File: config.mk
export PLATFORM = sky130hd
export DESIGN_NAME = writeback_mc
export DESIGN_NICKNAME = d
export VERILOG_FILES = /design/src/rtl/orion_types.sv /design/src/rtl/rr_arbiter.sv /design/src/rtl/writeback_mc.sv
export SDC_FILE = /design/constraint.sdc
export NUM_CORES = 1
export LEC_CHECK = 0
export BUFFER_PORTS_ARGS = -buffer_cell sky130_fd_sc_hd__clkbuf_2
export CORE_ASPECT_RATIO = 0.9
export CORE_MARGIN = 1.5
export CORE_UTILIZATION = 49
export CTS_CLUSTER_SIZE = 10
export DETAILED_ROUTE_END_ITERATION = 10
export HOLD_SLACK_MARGIN = 0.03
export PLACE_DENSITY_LB_ADDON = 0.05
export SLEW_MARGIN = 20
export SYNTH_ARGS = -nofsm -noshare
export SYNTH_HDL_FRONTEND = slang
export SYNTH_SLANG_ARGS = --single-unit
File: constraint.sdc
create_clock -name clk_i -period 5.9 [get_ports clk_i]
set_input_delay 0.59 -clock clk_i [delete_from_list [all_inputs] [get_ports clk_i]]
set_output_delay 0.59 -clock clk_i [all_outputs]
set_load 0.05 [all_outputs]
File: src/rtl/orion_types.sv
// orion_types: shared Orion RV32 core widths and writeback-stage types.
package orion_types;
    localparam int XLEN        = 32;
    localparam int RF_IDX_BITS = 5;

    typedef enum logic {
        WB_ARB_RR    = 1'b0,
        WB_ARB_FIXED = 1'b1
    } wb_arb_mode_e;

    typedef struct packed {
        logic                   rd_we;
        logic [RF_IDX_BITS-1:0] rd_s;
        logic [XLEN-1:0]        rd_v;
    } wb_ch_t;
endpackage

File: src/rtl/rr_arbiter.sv
// rr_arbiter: one-hot grant among N requesters, rotating from ptr_i or fixed lowest-index-first.
module rr_arbiter import orion_types::*; #(
    parameter int           N    = 3,
    parameter wb_arb_mode_e MODE = WB_ARB_RR,
    localparam int          PW   = (N > 1) ? $clog2(N) : 1
) (
    input  logic [N-1:0]  req_i,
    input  logic [PW-1:0] ptr_i,
    output logic [N-1:0]  gnt_o,
    output logic          gnt_valid_o
);
    logic [PW-1:0] idx;
    logic          found;

    always_comb begin
        gnt_o = '0;
        found = 1'b0;
        idx   = '0;
        for (int k = 0; k < N; k++) begin
            idx = (MODE == WB_ARB_FIXED) ? PW'(k) : PW'((int'(ptr_i) + k) % N);
            if (!found && req_i[idx]) begin
                gnt_o[idx] = 1'b1;
                found      = 1'b1;
            end
        end
    end

    assign gnt_valid_o = |req_i;
endmodule

File: src/rtl/writeback_mc.sv
// writeback_mc: arbitrates completed results from NUM_CH channels onto the single
// regfile write port (registered) and reports per-cycle retirement counts.
module writeback_mc import orion_types::wb_arb_mode_e, orion_types::WB_ARB_RR, orion_types::WB_ARB_FIXED; #(
    parameter int  NUM_CH      = 3,
    parameter int  XLEN        = 32,
    parameter int  RF_IDX_BITS = 5,
    parameter int  ARB_MODE    = 0,
    localparam int CNT_W       = $clog2(NUM_CH + 1)
) (
    input  logic                               clk_i,
    input  logic                               rst_i,
    input  logic [NUM_CH-1:0]                  ch_valid_i,
    output logic [NUM_CH-1:0]                  ch_ready_o,
    input  logic [NUM_CH-1:0]                  ch_rd_we_i,
    input  logic [NUM_CH-1:0][RF_IDX_BITS-1:0] ch_rd_s_i,
    input  logic [NUM_CH-1:0][XLEN-1:0]        ch_rd_v_i,
    output logic                               wb_rd_we_o,
    output logic [RF_IDX_BITS-1:0]             wb_rd_s_o,
    output logic [XLEN-1:0]                    wb_rd_v_o,
    output logic [CNT_W-1:0]                   retire_cnt_o
);
    localparam int           PW   = (NUM_CH > 1) ? $clog2(NUM_CH) : 1;
    localparam wb_arb_mode_e MODE = (ARB_MODE == 1) ? WB_ARB_FIXED : WB_ARB_RR;

    logic [NUM_CH-1:0]      writing, non_writing, gnt, ready;
    logic                   gnt_valid;
    logic [PW-1:0]          rr_ptr_q, rr_ptr_d, gnt_idx;
    logic [RF_IDX_BITS-1:0] sel_s, wb_rd_s_q, wb_rd_s_d;
    logic [XLEN-1:0]        sel_v, wb_rd_v_q, wb_rd_v_d;
    logic                   wb_rd_we_q, wb_rd_we_d;
    logic [CNT_W-1:0]       retire_cnt_q, retire_cnt_d;

    // Writes to x0 are discarded, so they retire without touching the port.
    always_comb begin
        writing = '0;
        for (int i = 0; i < NUM_CH; i++)
            writing[i] = ch_valid_i[i] & ch_rd_we_i[i] & (|ch_rd_s_i[i]);
    end

    assign non_writing = ch_valid_i & ~writing;

    rr_arbiter #(
        .N    (NUM_CH),
        .MODE (MODE)
    ) u_arb (
        .req_i       (writing),
        .ptr_i       (rr_ptr_q),
        .gnt_o       (gnt),
        .gnt_valid_o (gnt_valid)
    );

    assign ready      = rst_i ? '0 : (non_writing | gnt);
    assign ch_ready_o = ready;

    always_comb begin
        sel_s   = '0;
        sel_v   = '0;
        gnt_idx = '0;
        for (int i = 0; i < NUM_CH; i++) begin
            if (gnt[i]) begin
                sel_s   = ch_rd_s_i[i];
                sel_v   = ch_rd_v_i[i];
                gnt_idx = PW'(i);
            end
        end
    end

    always_comb begin
        rr_ptr_d = rr_ptr_q;
        if (MODE == WB_ARB_RR && gnt_valid)
            rr_ptr_d = (gnt_idx == PW'(NUM_CH - 1)) ? '0 : gnt_idx + 1'b1;
        wb_rd_we_d   = gnt_valid;
        wb_rd_s_d    = gnt_valid ? sel_s : wb_rd_s_q;
        wb_rd_v_d    = gnt_valid ? sel_v : wb_rd_v_q;
        retire_cnt_d = '0;
        for (int i = 0; i < NUM_CH; i++)
            retire_cnt_d = retire_cnt_d + CNT_W'(ch_valid_i[i] & ready[i]);
    end

    always_ff @(posedge clk_i or posedge rst_i) begin
        if (rst_i) begin
            rr_ptr_q     <= '0;
            wb_rd_we_q   <= 1'b0;
            wb_rd_s_q    <= '0;
            wb_rd_v_q    <= '0;
            retire_cnt_q <= '0;
        end else begin
            rr_ptr_q     <= rr_ptr_d;
            wb_rd_we_q   <= wb_rd_we_d;
            wb_rd_s_q    <= wb_rd_s_d;
            wb_rd_v_q    <= wb_rd_v_d;
            retire_cnt_q <= retire_cnt_d;
        end
    end

    assign wb_rd_we_o   = wb_rd_we_q;
    assign wb_rd_s_o    = wb_rd_s_q;
    assign wb_rd_v_o    = wb_rd_v_q;
    assign retire_cnt_o = retire_cnt_q;
endmodule

==> impl_metrics.yaml, run 1 <==
status:
  status: "completed"
setup_path:
  rr_startpoint: "rr_ptr_q[0]"
  cp-start-kind: "flip-flop"
  path_class: "flip-flop to primary output"
  ff2ff_path_depth: 10
  crit_chain: "inv_1 > ha_1 > nor4b_1 > a32oi_1 > a2bb2oi_1 > o32ai_4 > buf_4 > o31a_1 > clkbuf_2"
  crit_family: "compound AO/OA/AOI/OAI gates"
  crit_slowest_cell: "o32ai_4"
  path_buf_inv: 3
  cp_max_fo: 32
  critPathRequiredTime_ps: 5310
  r2r_end: "wb_rd_v_o[18]"
  reg2reg_slack_ps: 2420
  worstPathArrival_ps: 3180
  cp-end-kind: "primary output"
  max_stage_delay_ps: 470
synthesis:
  netlist-cell-type-count: 53
  synth_compound_area_share_pct: 27.16
  yosysTopAreaCellShare_pct: 35.70
  yosys.area.top_type: "dfrtp_1"
  synth_flop_cell: "dfrtp_1"
  synth_xor_area_share_pct: 0
  yosysSeqAreaShare_pct: 35.70
  synthArstFlopShare_pct: 100.0
  synthSimpleGateAreaFrac_pct: 28.35
  syn-instance-count: 349
  syn_nets: 473
  syn-mean-instance-area_um2: 8.436
  synth_top_family_by_area: "simple AND/OR/NAND/NOR gates"
  synth_edf_count: 0
  ys_warn_count: 0
  yosys-top-cells-area: "dfrtp_1 36%, nand3b_1 9.7%, o22ai_1 8.1%, a31oi_1 7.9%, nand3_1 6.8%"
  netlist_area_mm2: 0.002944
  synth_seq_cells: 42
  muxShareOfSynthArea_pct: 0
  synthAdderAreaFrac_pct: 2.380
clock_tree:
  clock-root-buffer: "clkbuf_8"
  clkTransAtPathRegs_ps: 90
  cts_buffers: 5
  cts_tree: "yes"
  cts.repair.resized: 0
  cts-htree-levels: 2
  post-cts-setup-buffers: 0
  clock_path_buffers: 2
  cts_hold_buf: 0
  cts_sinks: 42
  clk-insertion-delay-late_ps: 290
power_and_ir_drop:
  p_total_uw: 2151
  power_density_mw_per_mm2: 555.9
  p_leak_uw: 0.001789
  vdd_ir_drop_max_uv: 283.3
sta:
  final-setup-viol-count: 0
  timing.final.crit_period_ps: 3769
  slew_violations: 0
  hold_violations: 0
  skew_ps: 12.27
  setup_ws_ps: 2131
  post-route-period-util_pct: 63.88
  rsz0062_at_grt: "false"
  max_clock_freq_mhz: 265.3
  tightest_slew_ps: 910.6
  tns_ps: 0
  slew_headroom_pct: 38.77
floorplanning:
  fp-row-count: 26
  die_x_um: 84.71
  initial_core_util_pct: 51.42
  coreArea_mm2: 0.005725
  die_h_um: 76.54
  die-area_mm2: 0.006483
  io_pins: 162
route:
  highest_layer: "met4"
  dr_wl_met2_mm: 4.708
  drt_pass1_iterations: 7
  post_drt_wl_per_cell_um: 17.23
  dr_total_vias: 3404
  ant_nets: 0
  drc_errors: 0
  drt_wl_total_mm: 9.703
  drtIter0Drc: 220
  wl_met1_mm: 4.028
  wl_met3_um: 895
  drt-vias-per-instance: 6.046
cells_and_area:
  multi_input_area_mm2: 0.001737
  final_cell_mix: "161 x clkbuf_2, 42 x nor2_1, 42 x dfrtp_1"
  drive_above_1_share_pct: 38.54
  diodes: 0
  nets: 616
  final_common_cell: "clkbuf_2"
  register_area_mm2: 0.001051
  final_util_pct: 67.57
  syn_to_final_growth_pct: 31.41
  nFillCells: 508
global_route:
  grt_overflow: 0
  antenna_found_initial: 0
  grt_max_degree: 45
  track_usage_pct: 30.07
  grt_pass1_wl_mm: 15.97
  first_global_vias: 3360
placement:
  dp_hpwl_mm: 7.094
  place_congestion: 0.9161
  place_ws_ps: 2432
  port-buffer-count: 161
worst_hold_path:
  min_path_type: "input port to async pin"
flow_run:
  drv_cap: 0
==> cells by family (layout without fill, tap and decap cells) <==
logic type,after synthesis,count (layout)
adders and majority gates,5,5
DFF,42,42
and+or+nand+nor,148,148
buffers and inverters,38,182
AOI/OAI and AO/OA,116,116
==> worst reg2reg max path, cell delays in order, from the launching register on <==
cell      delay [ps]
dfrtp_1          380
inv_1             80
ha_1             540
nor3_1           110
a21oi_1          350
o32ai_1          200
a311oi_4         340
nor3b_4          720
buf_4            380
nand3_1          130
a31oi_1          200
==> power breakdown <==
part	total [uW]	switching, uW	internal [uW]
clock	232	105	127
sequential	497	75.2	422
combinational	1420	1040	384
==> through the flow <==
step                instances  hold WS [ps]  area (um^2)
CTS                       563         530.6         3869
finish                    563         505.9         3869
detailed placement        555         541.4         3756
global route              563         530.7         3869
floorplan                 349         546.7         2944
global placement          555         528.2         3756
==> worst max-delay path by stage <==
| stage | to | start | cells past startpoint | slack (ps) |
|---|---|---|---|---|
| floorplan | retire_cnt_o[0] | rr_ptr_q[0] | 11 | 2610 |
| global placement | wb_rd_v_o[27] | rr_ptr_q[0] | 10 | 2450 |
| detailed placement | wb_rd_v_o[18] | rr_ptr_q[0] | 10 | 2430 |
| CTS | ch_ready_o[2] | rr_ptr_q[0] | 9 | 2150 |
| global route | ch_ready_o[2] | rr_ptr_q[0] | 9 | 1800 |
| finish | ch_ready_o[2] | rr_ptr_q[0] | 9 | 2130 |
==> cell usage after synthesis, types with 3 or more instances <==
master,instances
nor2_1,42
a21oi_1,10
a31oi_1,37
nand2_1,7
o22ai_1,38
ha_1,4
clkbuf_1,19
inv_1,5
nor3_1,3
o21ai_0,5
a21o_1,3
buf_2,7
nand3_1,40
buf_6,4
nand3b_1,38
dfrtp_1,42
a211oi_1,3
==> layout make-up <==
class                      instances  share of cell area [%]
tap                               70                   2.264
timing repair buffer             168                   22.19
sequential                        42                   27.17
inverter                           6                  0.5821
clock inverter                     3                   1.132
clock buffer                       5                   1.779
multi-input combinational        269                   44.89
==> registers in the layout (all words and copies together), names as in the netlist <==
signal	count
wb_rd_s_o	5
wb_rd_we_o	1
rr_ptr_q	2
retire_cnt_o	2
wb_rd_v_o	32
==> metal layers <==
layer  vias up  global-route usage, %
met5         -                      0
met4         0                  6.290
met3         8                  5.959
met2       183                  51.11
met1      1587                  39.78
li1       1626                      -
Power figures use the tool's default switching activity.
==> inputs of run 2 (changes only) <==
Settings changed: CORE_UTILIZATION 49 to 45.
Clock period 5.9 ns to 3.6 ns, I/O delays scaled along.
==> run 2 against run 1 <==
  * Register-to-register slack got worse by 1800 ps
  * Clock skew increased by 2.2 ps
  * Sequential share of layout area decreased by 0.34 points
  * Hold slack got worse by 220 ps
  * Via count increased by 2.4%
  * Combinational power increased by 68%
  * Core utilization decreased by 4.5 points
  * Global-route usage decreased by 0.96 points
  * Clock power increased by 38%
  * Cell count increased by 4.1%
  * Flip-flop and latch count unchanged
  * Largest power group unchanged
==> impl_metrics.yaml, run 2 (synthesized netlist as in run 1, its figures left out) <==
clock_tree:
  clock_path_buffers: 2
  cts_tree: "yes"
  post-cts-setup-buffers: 0
  cts-htree-levels: 2
  clkTransAtPathRegs_ps: 100
  cts_sinks: 42
  clk-insertion-delay-late_ps: 310
  clock-root-buffer: "clkbuf_8"
  cts_buffers: 5
  cts.repair.resized: 0
power_and_ir_drop:
  p_int_uw: 1486
  vdd_ir_drop_max_uv: 637.9
  power_frac_seq_pct: 23.2
  p_comb_share_pct: 67.7
  power_frac_clock_pct: 9.1
  p_leak_uw: 0.001799
  switching_share_pct: 57.73
  p_switching_uw: 2030
  power_density_mw_per_mm2: 897.7
floorplanning:
  initial_core_util_pct: 47.36
  coreArea_mm2: 0.006216
  die_h_um: 79.74
  die_x_um: 88.26
  fp-row-count: 27
  io_pins: 162
  die-area_mm2: 0.007037
route:
  drt-vias-per-instance: 5.951
  drtIter0Drc: 263
  dr_total_vias: 3487
  drt_pass1_iterations: 5
  drc_errors: 0
  ant_nets: 0
  post_drt_wl_per_cell_um: 17.81
  drt_wl_total_mm: 10.44
setup_path:
  path_buf_inv: 2
  crit_chain: "inv_1 > ha_1 > nand3_1 > a21o_1 > o31ai_1 > o31a_1 > clkbuf_2"
  max_stage_delay_ps: 740
  cp-end-kind: "primary output"
  path_class: "flip-flop to primary output"
  crit_family: "compound AO/OA/AOI/OAI gates"
  worstPathArrival_ps: 2900
  cp-start-kind: "flip-flop"
  crit_slowest_cell: "o31ai_1"
  critPathRequiredTime_ps: 3240
  cp_max_fo: 11
cells_and_area:
  syn_to_final_growth_pct: 33.06
  final_cells: 586
  nets: 622
  drive_above_1_share_pct: 39.08
  largest_reg_flops: 32
  diodes: 0
  final_cell_mix: "161 x clkbuf_2, 42 x nor2_1, 42 x dfrtp_1"
  final_common_cell: "clkbuf_2"
  nFillCells: 615
flow_run:
  drv_cap: 0
placement:
  port-buffer-count: 161
  dp_hpwl_mm: 7.289
  dp.cells: 577
  place_congestion: 0.9388
sta:
  slew_headroom_pct: 39.89
  skew_ps: 14.47
  max_clock_freq_mhz: 307.1
  hold_violations: 0
  tns_ps: 0
  post-route-period-util_pct: 90.46
  final-setup-viol-count: 0
  tightest_slew_ps: 894.0
  rsz0062_at_grt: "false"
  timing.final.crit_period_ps: 3257
  slew_violations: 0
worst_hold_path:
  min_path_type: "input port to flip-flop"
global_route:
  first_global_vias: 3258
  track_usage_pct: 29.10
  grt_max_degree: 44
  grt_overflow: 0
  antenna_found_initial: 0
  grt_pass1_wl_mm: 15.95
status:
  status: "completed"
run 2: path summary, 6_finish.rpt:
check                              start         endpoint  slack, ps  depth (start not counted)
max in group asynchronous          rst_i      rr_ptr_q[1]       2410                          4
min in group asynchronous          rst_i  retire_cnt_o[1]        480                          3
max reg2reg                  rr_ptr_q[0]  retire_cnt_o[0]        600                          8
min                        ch_rd_v_i[26]    wb_rd_v_o[26]        290                          3
max                          rr_ptr_q[0]    ch_ready_o[2]        340                          7
min reg2reg                wb_rd_v_o[17]    wb_rd_v_o[17]        550                          2
run 2: timing repair:
action	in CTS	in global routing
setup endpoints to repair	0	0
hold endpoints to repair	1	0
hold buffers	1	0
run 2: metal layers:
layer | share of wire, % | wire, um | track usage (%) | vias to the layer above
li1 | - | - | - | 1638
met1 | 43 | 4491 | 39.74 | 1661
met2 | 47 | 4953 | 47.10 | 181
met3 | 8.8 | 919 | 5.688 | 7
met4 | 0.72 | 75 | 7.813 | 0
met5 | 0 | 0 | 0 | -
run 2: area by class of cell:
cell class                      instances  area [um^2]  area share, %
Clock buffer                            5        68.82          1.757
Clock inverter                          3        23.77         0.6068
Inverter                                6        22.52         0.5749
Multi-Input combinational cell        269         1737          44.33
Sequential cell                        42         1051          26.83
Tap cell                               87        108.9          2.779
Timing Repair Buffer                  174        905.9          23.12
run 2: power by group through the flow:
stage / clock network [uW] / logic (uW) / registers, uW
detailed placement: 0 / 2370 / 825
global route: 346 / 2530 / 839
finish: 320 / 2380 / 816
CTS: 328 / 2370 / 816
global placement: 0 / 2350 / 823
floorplan: 0 / 1060 / 1560
run 2: metrics by stage:
step	instance area [um^2]	setup slack (ps)	total power [uW]	util, %	hold slack, ps
after global placement	3815	704.2	3176	61.37	215.3
after global routing	3918	202.5	3714	63.02	282.0
after CTS	3918	345.0	3518	63.02	284.4
final	3918	343.4	3517	63.02	288.5
after floorplan	2944	309.2	2615	-	521.2
after detailed placement	3815	610.8	3195	61.37	227.8
run 2: worst reg2reg max path: stages, from the launching register on:
cell     delay [ps]
dfrtp_1         380
inv_1            80
ha_1            510
nand3_1         120
a21o_1          240
o31ai_1         740
o31a_1          250
and2_1          160
fa_1            390
==> inputs of run 3 (changes only) <==
Settings changed: ABC_CLOCK_PERIOD_IN_PS set to 3600, CORE_UTILIZATION 45 to 42, SYNTH_HIERARCHICAL set to 1.
==> run 3 against run 2 <==
  * Core utilization fell by 1.4 points
  * Die area fell by 14%
  * Area after synthesis fell by 20%
  * Flip-flop and latch count did not move
  * Worst setup slack improved by 190 ps
  * Clock power rose by 3%
  * Sequential share of layout area rose by 5.0 points
  * Non-clock buffer count fell by 5
  * Hold slack got worse by 39 ps
  * Synthesized cell count fell by 29%
==> impl_metrics.yaml, run 3 <==
status:
  status: "completed"
synthesis:
  netlist_area_mm2: 0.002361
  yosysSeqAreaShare_pct: 44.52
  synth_flop_cell: "dfrtp_1"
  ys_warn_count: 6
  synthTopCellsByCount: "42 x dfrtp_1, 38 x a21oi_1, 37 x a22oi_1, 37 x o22ai_1, 12 x buf_2"
  synth_most_common_cell: "dfrtp_1"
  netlist-cell-type-count: 36
  yosys.area.top_type: "dfrtp_1"
  synth_seq_cells: 42
  yosysTopAreaCellShare_pct: 44.52
  syn-instance-count: 249
  syn_nets: 373
  synthArstFlopShare_pct: 100.0
  synth_edf_count: 0
  syn-mean-instance-area_um2: 9.482
  yosys-top-cells-area: "dfrtp_1 45%, a22oi_1 12%, o22ai_1 9.8%, a21oi_1 8.1%, buf_2 2.5%"
route:
  drt_wl_total_mm: 7.477
  drc_errors: 0
  post_drt_wl_per_cell_um: 15.94
  drt-vias-per-instance: 5.710
  drt_pass1_iterations: 4
  drtIter0Drc: 122
  dr_total_vias: 2678
  ant_nets: 0
power_and_ir_drop:
  vdd_ir_drop_max_uv: 445.7
  power_density_mw_per_mm2: 974.9
  p_leak_uw: 0.001612
sta:
  hold_violations: 0
  timing.final.crit_period_ps: 3065
  skew_ps: 4.519
  tns_ps: 0
  final-setup-viol-count: 0
  slew_violations: 0
  post-route-period-util_pct: 85.14
  tightest_slew_ps: 653.3
  setup_ws_ps: 535.0
  rsz0062_at_grt: "false"
  max_clock_freq_mhz: 326.3
  slew_headroom_pct: 56.45
flow_run:
  drv_cap: 0
clock_tree:
  cts_buffers: 5
  clk-insertion-delay-late_ps: 300
  post-cts-setup-buffers: 0
  clock-root-buffer: "clkbuf_8"
  clkTransAtPathRegs_ps: 90
  cts.repair.resized: 0
  cts_sinks: 42
  cts_tree: "yes"
  clock_path_buffers: 2
  cts_hold_buf: 0
  cts-htree-levels: 2
cells_and_area:
  drive_above_1_share_pct: 46.02
  nFillCells: 474
  nets: 525
  diodes: 0
  fin_area_mm2: 0.003298
  syn_to_final_growth_pct: 39.69
  multi_input_area_mm2: 0.001165
  final_util_pct: 61.66
  final_cell_mix: "161 x clkbuf_2, 42 x dfrtp_1, 38 x a21oi_1"
  final_cells: 469
  largest_reg_flops: 32
  register_area_mm2: 0.001051
  final_common_cell: "clkbuf_2"
placement:
  port-buffer-count: 161
  place_congestion: 0.8109
  dp_hpwl_mm: 5.497
  dp.cells: 461
  place_ws_ps: 534.7
  detailed_place.area_mm2: 0.003203
global_route:
  first_global_vias: 2460
  grt_max_degree: 45
  grt_overflow: 0
  grt_pass1_wl_mm: 11.42
  track_usage_pct: 24.73
  antenna_found_initial: 0
floorplanning:
  die-area_mm2: 0.006081
  io_pins: 162
  fp-row-count: 25
  die_h_um: 74.13
  initial_core_util_pct: 44.14
  coreArea_mm2: 0.005349
  die_x_um: 82.03
setup_path:
  cp-end-kind: "primary output"
  reg2reg_slack_ps: 770
  cp-start-kind: "input port"
  ff2ff_path_depth: 11
  cp_max_fo: 7
  path_class: "input port to primary output"
  worstPathArrival_ps: 2700
  critPathRequiredTime_ps: 3240
worst_hold_path:
  min_path_type: "input port to async pin"
-- run 3: changes by cell type in the layout (fill, tap and decap cells not counted), sizes merged, moves of 27 or more --
cell and delta:
nand3 -39, a22oi +37, nand3b -35, a21oi +27, nor2 -38, a31oi -36
-- run 3: stage by stage --
stage                     hold WS, ps  power, uW
final                           249.1       3215
after global placement          537.7       2868
after global routing            333.2       3417
after CTS                       278.6       3229
after floorplan                 514.4       2399
after detailed placement        549.2       2898
-- run 3: report_power, final --
group	total (uW)	internal (uW)	switching (uW)
Sequential	834	706	128
Combinational	2050	556	1500
Clock	330	154	175
Total	3220	1420	1800
-- run 3: cell families (layout without fill, tap and decap cells) --
logic type,count (synthesis),after routing,synth area share (%)
compound gates,133,133,36.30
flops,42,42,44.52
buf+inv,34,187,6.412
simple gates,30,30,7.631
fa+ha+maj,5,5,2.968
mux,5,5,2.173
-- run 3: area by class of cell --
class	instances	area share, %
inverters	10	1.138
multi-input cells	173	35.32
clock buffers	6	2.504
clock inverters	2	0.3794
well taps	67	2.542
flip-flops and latches	42	31.87
repair buffers	169	26.25
-- run 3: routing by layer --
layer	up-vias	routed length (um)	GRT usage, %
met4	0	79	7.345
met5	-	0	0
met1	1270	2995	29.07
met2	118	3741	44.17
li1	1281	-	-
met3	9	659	6.626
-- run 3: worst paths after layout --
kind / end / startpoint
setup / recovery: ch_ready_o[2] / ch_rd_s_i[6]
hold / removal: wb_rd_we_o / rst_i
setup reg to reg: wb_rd_v_o[6] / rr_ptr_q[0]
hold reg to reg: wb_rd_v_o[4] / wb_rd_v_o[4]
max in group asynchronous: wb_rd_v_o[19] / rst_i
min in group clk_i: wb_rd_s_o[1] / ch_rd_s_i[6]
-- run 3: critical path, cell delays in order --
cell	delay, ps
clkbuf_2	90
or3_1	390
o31ai_1	290
nor2_1	180
mux2i_1	220
o22ai_1	140
o211ai_1	550
a211o_1	220
clkbuf_2	270
